<file path="src/rtl/mips32i_lsu.sv">
// mips32i_lsu: load/store unit between the execute stage and the data-memory port.
// Takes one operation at a time, rejects illegal or misaligned accesses, drives a
// byte/half/word request, waits for mem_ack (with an optional timeout) and returns
// the extended load data or an error code as a one-cycle strobe.
//
// Handshake: an op is accepted on a rising edge where op_valid && op_ready; op_ready
// is high only in IDLE. The memory request (mem_rd_en/mem_wt_en with address, size
// and data) is held stable until the edge where mem_ack is sampled high. The result
// is presented with resp_valid for exactly one cycle; there is no back-pressure on it.
module mips32i_lsu #(
    parameter int unsigned TIMEOUT = 16
) (
    input  logic        clk,
    input  logic        rst,
    input  logic        op_valid,
    output logic        op_ready,
    input  logic        op_store,
    input  logic [1:0]  op_size,
    input  logic        op_unsigned,
    input  logic [31:0] op_addr,
    input  logic [31:0] op_wdata,
    output logic        mem_rd_en,
    output logic        mem_wt_en,
    output logic [1:0]  mem_size_sel,
    output logic [31:0] address_out,
    output logic [31:0] data_out,
    input  logic [31:0] data_in,
    input  logic        mem_ack,
    output logic        resp_valid,
    output logic [31:0] resp_data,
    output logic [1:0]  resp_err,
    output logic [1:0]  state_dbg
);

    typedef enum logic [1:0] {
        S_IDLE = 2'd0,
        S_REQ  = 2'd1,
        S_RESP = 2'd2
    } state_t;

    localparam logic [1:0] ERR_OK      = 2'b00;
    localparam logic [1:0] ERR_ALIGN   = 2'b01;
    localparam logic [1:0] ERR_TIMEOUT = 2'b10;

    state_t      state_q;
    logic [31:0] wait_q;
    logic        store_q;
    logic [1:0]  size_q;
    logic        unsigned_q;

    logic        op_ready_q;
    logic        rd_en_q;
    logic        wt_en_q;
    logic [1:0]  size_sel_q;
    logic [31:0] addr_q;
    logic [31:0] dout_q;
    logic        resp_valid_q;
    logic [31:0] resp_data_q;
    logic [1:0]  resp_err_q;

    logic        illegal_d;
    logic [31:0] wdata_d;
    logic [31:0] load_d;
    logic [31:0] wait_d;
    logic        timeout_d;

    // Decode of the incoming op, extension of the returned data and timeout detection.
    always_comb begin
        illegal_d = 1'b0;
        wdata_d   = op_wdata;
        load_d    = data_in;
        wait_d    = wait_q + 32'd1;
        timeout_d = 1'b0;

        case (op_size)
            2'b00:   wdata_d = {24'b0, op_wdata[7:0]};
            2'b01:   begin
                wdata_d   = {16'b0, op_wdata[15:0]};
                illegal_d = op_addr[0];
            end
            2'b11:   illegal_d = (op_addr[1:0] != 2'b00);
            default: illegal_d = 1'b1;
        endcase

        case (size_q)
            2'b00:   load_d = unsigned_q ? {24'b0, data_in[7:0]}
                                         : {{24{data_in[7]}}, data_in[7:0]};
            2'b01:   load_d = unsigned_q ? {16'b0, data_in[15:0]}
                                         : {{16{data_in[15]}}, data_in[15:0]};
            default: load_d = data_in;
        endcase

        // The ack check is done first in the FSM, so ack on the timeout edge wins.
        timeout_d = (TIMEOUT != 0) && (wait_d == TIMEOUT);
    end

    // Control FSM; every output is a register updated here.
    always_ff @(posedge clk or posedge rst) begin
        if (rst) begin
            state_q      <= S_IDLE;
            wait_q       <= 32'd0;
            store_q      <= 1'b0;
            size_q       <= 2'b00;
            unsigned_q   <= 1'b0;
            op_ready_q   <= 1'b1;
            rd_en_q      <= 1'b0;
            wt_en_q      <= 1'b0;
            size_sel_q   <= 2'b00;
            addr_q       <= 32'd0;
            dout_q       <= 32'd0;
            resp_valid_q <= 1'b0;
            resp_data_q  <= 32'd0;
            resp_err_q   <= ERR_OK;
        end else begin
            case (state_q)
                S_IDLE: begin
                    if (op_valid) begin
                        store_q    <= op_store;
                        size_q     <= op_size;
                        unsigned_q <= op_unsigned;
                        size_sel_q <= op_size;
                        addr_q     <= op_addr;
                        dout_q     <= op_store ? wdata_d : 32'd0;
                        wait_q     <= 32'd0;
                        op_ready_q <= 1'b0;
                        if (illegal_d) begin
                            // Rejected without touching memory.
                            state_q      <= S_RESP;
                            resp_valid_q <= 1'b1;
                            resp_data_q  <= 32'd0;
                            resp_err_q   <= ERR_ALIGN;
                        end else begin
                            state_q <= S_REQ;
                            rd_en_q <= ~op_store;
                            wt_en_q <= op_store;
                        end
                    end
                end
                S_REQ: begin
                    if (mem_ack) begin
                        state_q      <= S_RESP;
                        rd_en_q      <= 1'b0;
                        wt_en_q      <= 1'b0;
                        resp_valid_q <= 1'b1;
                        resp_data_q  <= store_q ? 32'd0 : load_d;
                        resp_err_q   <= ERR_OK;
                    end else if (timeout_d) begin
                        state_q      <= S_RESP;
                        rd_en_q      <= 1'b0;
                        wt_en_q      <= 1'b0;
                        resp_valid_q <= 1'b1;
                        resp_data_q  <= 32'd0;
                        resp_err_q   <= ERR_TIMEOUT;
                    end else begin
                        wait_q <= wait_d;
                    end
                end
                S_RESP: begin
                    state_q      <= S_IDLE;
                    op_ready_q   <= 1'b1;
                    resp_valid_q <= 1'b0;
                    resp_data_q  <= 32'd0;
                    resp_err_q   <= ERR_OK;
                end
                default: begin
                    state_q      <= S_IDLE;
                    op_ready_q   <= 1'b1;
                    rd_en_q      <= 1'b0;
                    wt_en_q      <= 1'b0;
                    resp_valid_q <= 1'b0;
                end
            endcase
        end
    end

    assign op_ready     = op_ready_q;
    assign mem_rd_en    = rd_en_q;
    assign mem_wt_en    = wt_en_q;
    assign mem_size_sel = size_sel_q;
    assign address_out  = addr_q;
    assign data_out     = dout_q;
    assign resp_valid   = resp_valid_q;
    assign resp_data    = resp_data_q;
    assign resp_err     = resp_err_q;
    assign state_dbg    = state_q;

endmodule

</file>
<file path="config.mk">
export PLATFORM = sky130hd
export DESIGN_NAME = mips32i_lsu
export DESIGN_NICKNAME = d
export VERILOG_FILES = /design/src/rtl/mips32i_lsu.sv
export SDC_FILE = /design/constraint.sdc
export NUM_CORES = 1
export LEC_CHECK = 0
export CAP_MARGIN = 10
export CORE_AREA = 2 2 139 141
export DETAILED_ROUTE_END_ITERATION = 12
export DIE_AREA = 0 0 141 143
export GPL_TIMING_DRIVEN = 0
export PLACE_DENSITY = 0.68
export SLEW_MARGIN = 20
export SYNTH_ARGS = -nofsm -noshare
export SYNTH_HDL_FRONTEND = slang
export SYNTH_SLANG_ARGS = --single-unit
</file>
<file path="constraint.sdc">
create_clock -name clk -period 4.7 [get_ports clk]
set_input_delay 0.47 -clock clk [delete_from_list [all_inputs] [get_ports clk]]
set_output_delay 0.47 -clock clk [all_outputs]
set_load 0.01 [all_outputs]
</file>
Word level (Yosys, flattened, before mapping). Index checks and enable logic that the tools add are counted.

Register bits: 140. Input port bits: 104. Output and inout port bits: 106. Word-level logic and storage cells: 82.

$add $sub $neg: 1. Equality and inequality tests: 12. Mux-type cells: 40. Bitwise operators: 3. Reduce and logical (&&, ||, !) cells: 13.

Operators by type and width (number): two-way mux 32 bit (11); case mux 32 bit (2 select lines) (3); case mux 32 bit (3 select lines) (1); adder 32 x 1 -> 32 bit (second input constant) (1); == test 32 x 5 -> 1 bit (second input constant) (1); two-way mux 2 bit (7); AND reduction 4 bit (3); two-way mux 1 bit (11); != test 2 bit (second input constant) (5); case mux 1 bit (3 select lines) (3); == test 2 x 1 -> 1 bit (second input constant) (3); zero test 2 bit (3); case mux 2 bit (3 select lines) (1); AND reduction 2 bit (3); == test 2 bit (second input constant) (2); case mux 1 bit (2 select lines) (2); case mux 2 bit (2 select lines) (1); nonzero test 2 bit (2); != test 3 bit (second input constant) (1); NOT 1 bit (3); AND reduction 3 bit (1); nonzero test 3 bit (1).

Depth between registers and ports, before layout.
Depth after elaboration: 5. Mapped depth: 12. Mapped depth without buffers: 9.

Least setup slack after synthesis. OpenSTA, ideal clock, no wires.

Path kind: register to register. Start point: reg wait_q[0]. End point: reg resp_data_q[8] (netlist: resp_data[8]). Setup time: 0.125 ns. Arrival: 3.405 ns. Data required time: 4.575 ns. Setup slack: 1.170 ns. Stages on the path, launching flop included: 12. Buffers on the path: 2. Period minus slack after synthesis: 3.530 ns. Path through: dfrtp_1 > ha_1 > nand3_1 > or3_1 > clkbuf_2 > or4_4 > a211oi_2 > nand4_2 > or3_4 > a21oi_4 > buf_8 > mux2_4.

Cells in the longest elaborated chain, start to end: 4.

RTL lines: from (decl) (line 46) `logic [31:0] wait_q;`; from (signal assigned) (line 155) `wait_q <= wait_d;`; adder 32 x 1 -> 32 bit (line 72) `wait_d = wait_q + 32'd1;`; == test 32 x 5 -> 1 bit (line 94) `timeout_d = (TIMEOUT != 0) && (wait_d == TIMEOUT);`; != test 3 bit (no line); AND reduction 4 bit (no line); to (signal assigned) (line 145) `resp_data_q <= store_q ? 32'd0 : load_d;`; to (decl) (line 58) `logic [31:0] resp_data_q;`.

Every way passes these cells. A chain may end at the register's enable or synchronous reset.

Worst setup path in the final report.
Start point: reg wait_q[1]. End point: reg resp_data_q[8] (netlist: resp_data[8]).

The elaborated chain is that of the path after synthesis.

==> results.json <==
{
  "detailed_place.area_sq_mm": 0.00974,
  "path_class": "flip-flop to flip-flop",
  "final-hold-violation-count": 0,
  "drtAntennaViolNets": 0,
  "clock_power_share_pct": 24.1,
  "total_routed_wirelength_mm": 21.9,
  "design.final.nets": 1045,
  "maxCapViolations": 0,
  "design.core.area_sq_mm": 0.0186,
  "post-route-min-period_ns": 3.93,
  "critical-path-max-stage-delay_ns": 0.55,
  "syn-mean-instance-area_sq_um": 10.3,
  "design.portCount": 210,
  "total_switching_power_mw": 1.99,
  "floorplan.rows": 50,
  "tritoncts.num_buffers": 17,
  "timing.critical_path.arrival_ns": 4.24,
  "diodes": 0,
  "grt_pass1_vias": 6425,
  "post_synth_inst_count": 707,
  "gr-total-overflow": 0,
  "crit_chain": "ha_1, nand3_1, or3_1, clkbuf_2, or4_4, a211oi_2, nand4_2, or3_4, a21oi_4, buf_8, mux2_4",
  "detail_route.drc_violations": 0,
  "post-route-period-util_pct": 83.6,
  "postLayoutCellArea_sq_mm": 0.0103,
  "drive_gt1_share_pct": 13.8,
  "power.share.combinational_pct": 43.7,
  "drt_iter0_drc": 560,
  "initial_utilization_pct": 39.4,
  "grt_usage_pct": 22.5,
  "fin_cells": 1183,
  "holdBufCountCts": 0,
  "io_buffers": 209,
  "report.final.setup_viol": 0,
  "data_required_time_of_the_critical_path_ns": 5.01,
  "power.density_cell_area_mw_per_mm2": 534,
  "post-route-worst-setup-slack_ns": 0.771,
  "grt_pass1_wl_mm": 35.3,
  "timing.hold.worst.class": "input pin to async pin",
  "dp.final_hpwl_mm": 15.7,
  "fmax_mhz": 255,
  "synthArstFlopShare_pct": 100,
  "routed-via-count": 6459,
  "number_of_buffers_on_the_longest_clock_path": 2,
  "cts_root_buffer": "sky130_fd_sc_hd__clkbuf_16",
  "crit-reg2reg-launch": "wait_q[1]$_DFFE_PP0P_",
  "crit_path_start_kind": "flip-flop",
  "slew-limit-headroom_pct": 29.0,
  "fp.dieH_um": 143,
  "final.fill_count": 1643,
  "highest_count_cells_in_the_layout_ignoring_fill_and_taps": "sky130_fd_sc_hd__clkdlybuf4s50_1, sky130_fd_sc_hd__dfrtp_1, sky130_fd_sc_hd__nand2_1",
  "share_seq_of_total_power_pct": 32.2,
  "critical_path_launch_point": "wait_q[1]$_DFFE_PP0P_",
  "preCtsSetupSlack_ns": 0.809,
  "ys.flop_type": "sky130_fd_sc_hd__dfrtp_1",
  "clk-insertion-delay-late_ns": 0.43,
  "ys.warnings.count": 0,
  "tritoncts": "done",
  "via_per_inst": 5.46,
  "cts_resized": 0,
  "final-max-slew-violation-count": 0,
  "synth.ff_latch_count": 140,
  "cp_slowest_cell": "sky130_fd_sc_hd__or4_4",
  "tightest_slew_ns": 1.06,
  "setup_total_negative_slack_ns": 0,
  "drt-pass1-iter-count": 5,
  "vdd_drop_max_uv": 352,
  "clk_pin_slew_worst_paths_ns": 0.07,
  "power_switching_share_pct": 36.1,
  "final_common_cell": "sky130_fd_sc_hd__clkdlybuf4s50_1",
  "syn_area_sq_mm": 0.00732,
  "post-cts-setup-buffers": 0,
  "worst-path-max-fanout": 10,
  "skew_ns": 0.0112,
  "grt_max_degree": 72,
  "dieArea_sq_mm": 0.0202,
  "synth_seq_area_share_pct": 47.9,
  "setup.worst_path.end_class": "flip-flop",
  "areaGrowthSynthToFinish_pct": 41.0,
  "outcome": "completed",
  "initial_antenna_violation_count": 0,
  "total_leakage_power_nw": 4.31,
  "synth.lib_cells_used.distinct": 73,
  "finalWeightedCongestion": 0.881,
  "avgRoutedWirePerCell_um": 18.5,
  "numPlacedInstances": 1151,
  "p_total_mw": 5.51,
  "die_x_um": 141,
  "synth_enable_flop_cells": 0,
  "clock_sinks": 140,
  "rsz0062_at_grt": "no",
  "cts_htree_levels": 4,
  "internal_power_mw": 3.52,
  "synth_fp_nets": 816
}
[final timing paths]
check / end / slack, ns / cells past startpoint
max: resp_data[8]$_DFFE_PP0P_ / 0.77 / 11
min: address_out[18]$_DFFE_PP0P_ / 0.47 / 2
max reg2reg: resp_data[8]$_DFFE_PP0P_ / 0.77 / 11
min reg2reg: data_out[0]$_DFFE_PP0P_ / 0.48 / 2
max in group asynchronous: resp_data[5]$_DFFE_PP0P_ / 3.50 / 3
min in group clk: data_out[0]$_DFFE_PP0P_ / 0.48 / 2
[metal layers]
layer / global-route usage (%) / part of all wire [%] / up-vias / routed length [um]
met1: 30.2 / 44 / 3129 / 9680
met2: 35.2 / 47 / 240 / 10300
met3: 6.27 / 7.2 / 31 / 1580
met4: 7.37 / 1.9 / 0 / 411
met5: 0 / 0 / - / 0
li1: - / - / 3059 / -
[cell usage after synthesis, types with 5 or more instances]
library cell / number / area (sq um)
sky130_fd_sc_hd__a21oi_1: 39 / 195
sky130_fd_sc_hd__a22o_1: 25 / 219
sky130_fd_sc_hd__a31oi_1: 21 / 131
sky130_fd_sc_hd__and3_1: 8 / 50.1
sky130_fd_sc_hd__buf_2: 8 / 40.0
sky130_fd_sc_hd__clkbuf_1: 34 / 128
sky130_fd_sc_hd__dfrtp_1: 139 / 3480
sky130_fd_sc_hd__ha_1: 5 / 62.6
sky130_fd_sc_hd__inv_1: 39 / 146
sky130_fd_sc_hd__mux2_2: 38 / 428
sky130_fd_sc_hd__mux2_4: 21 / 315
sky130_fd_sc_hd__mux2i_1: 14 / 140
sky130_fd_sc_hd__nand2_1: 65 / 244
sky130_fd_sc_hd__nand3_1: 28 / 140
sky130_fd_sc_hd__nand4_1: 10 / 62.6
sky130_fd_sc_hd__nor2_1: 36 / 135
sky130_fd_sc_hd__nor3_1: 13 / 65.1
sky130_fd_sc_hd__nor4_1: 11 / 68.8
sky130_fd_sc_hd__o21ai_0: 27 / 135
sky130_fd_sc_hd__o221ai_1: 12 / 105
sky130_fd_sc_hd__o31ai_1: 8 / 60.1
sky130_fd_sc_hd__or3_1: 7 / 43.8
sky130_fd_sc_hd__or4_1: 5 / 37.5
sky130_fd_sc_hd__xnor2_1: 5 / 43.8
sky130_fd_sc_hd__xor2_1: 5 / 43.8
[cells by family after synthesis]
family                     after synthesis  share of synthesized area [%]
buffers and inverters                   94                           5.75
muxes                                   73                           12.1
AOI/OAI and AO/OA                      176                           17.0
DFF                                    140                           47.9
xor gates and xnor gates                10                           1.20
adders and majority gates                5                          0.855
and+or+nand+nor                        209                           15.2
[state kept, by name, summed over array words and instances (netlist names)]
register and flops:
address_out 32, data_out 32, mem_rd_en 1, mem_size_sel 2, mem_wt_en 1, op_ready 1, resp_data 32, resp_err 2
resp_valid 1, state_dbg 2, store_q 1, unsigned_q 1, wait_q 32
[power by group through the flow]
stage	combinational, mW	clock (mW)	sequential, mW
after detailed placement	2.41	0	1.77
after CTS	2.42	1.36	1.77
final	2.41	1.33	1.77
after floorplan	1.11	0	1.93
after global placement	2.40	0	1.78
after global routing	2.58	1.42	1.82
[cell type report]
cell class / instances / area (sq um) / area share [%]
buffer: 53 / 267 / 2.58
clock buffer: 18 / 429 / 4.16
clock inverter: 14 / 153 / 1.48
inverter: 41 / 161 / 1.56
multi-input combinational: 473 / 3390 / 32.9
sequential: 140 / 3500 / 34.0
tap: 234 / 293 / 2.84
timing repair buffer: 210 / 2120 / 20.5
[stage by stage]
step	util, %	hold slack (ns)
floorplan	-	0.461
global placement	52.2	0.460
detailed placement	52.4	0.469
CTS	55.5	0.484
global route	55.5	0.502
finish	55.5	0.469
[worst max-delay path: cells and delay by family, from the launching register on]
| kind | cells | cell delay (ns) |
|---|---|---|
| AO/OA/AOI/OAI | 2 | 0.58 |
| flip-flops | 1 | 0.47 |
| adder cells (fa/ha/maj) | 1 | 0.30 |
| multiplexers | 1 | 0.30 |
| buffers and inverters | 2 | 0.39 |
| AND/OR/NAND/NOR | 5 | 1.77 |
(Power assumes the default switching activity.)
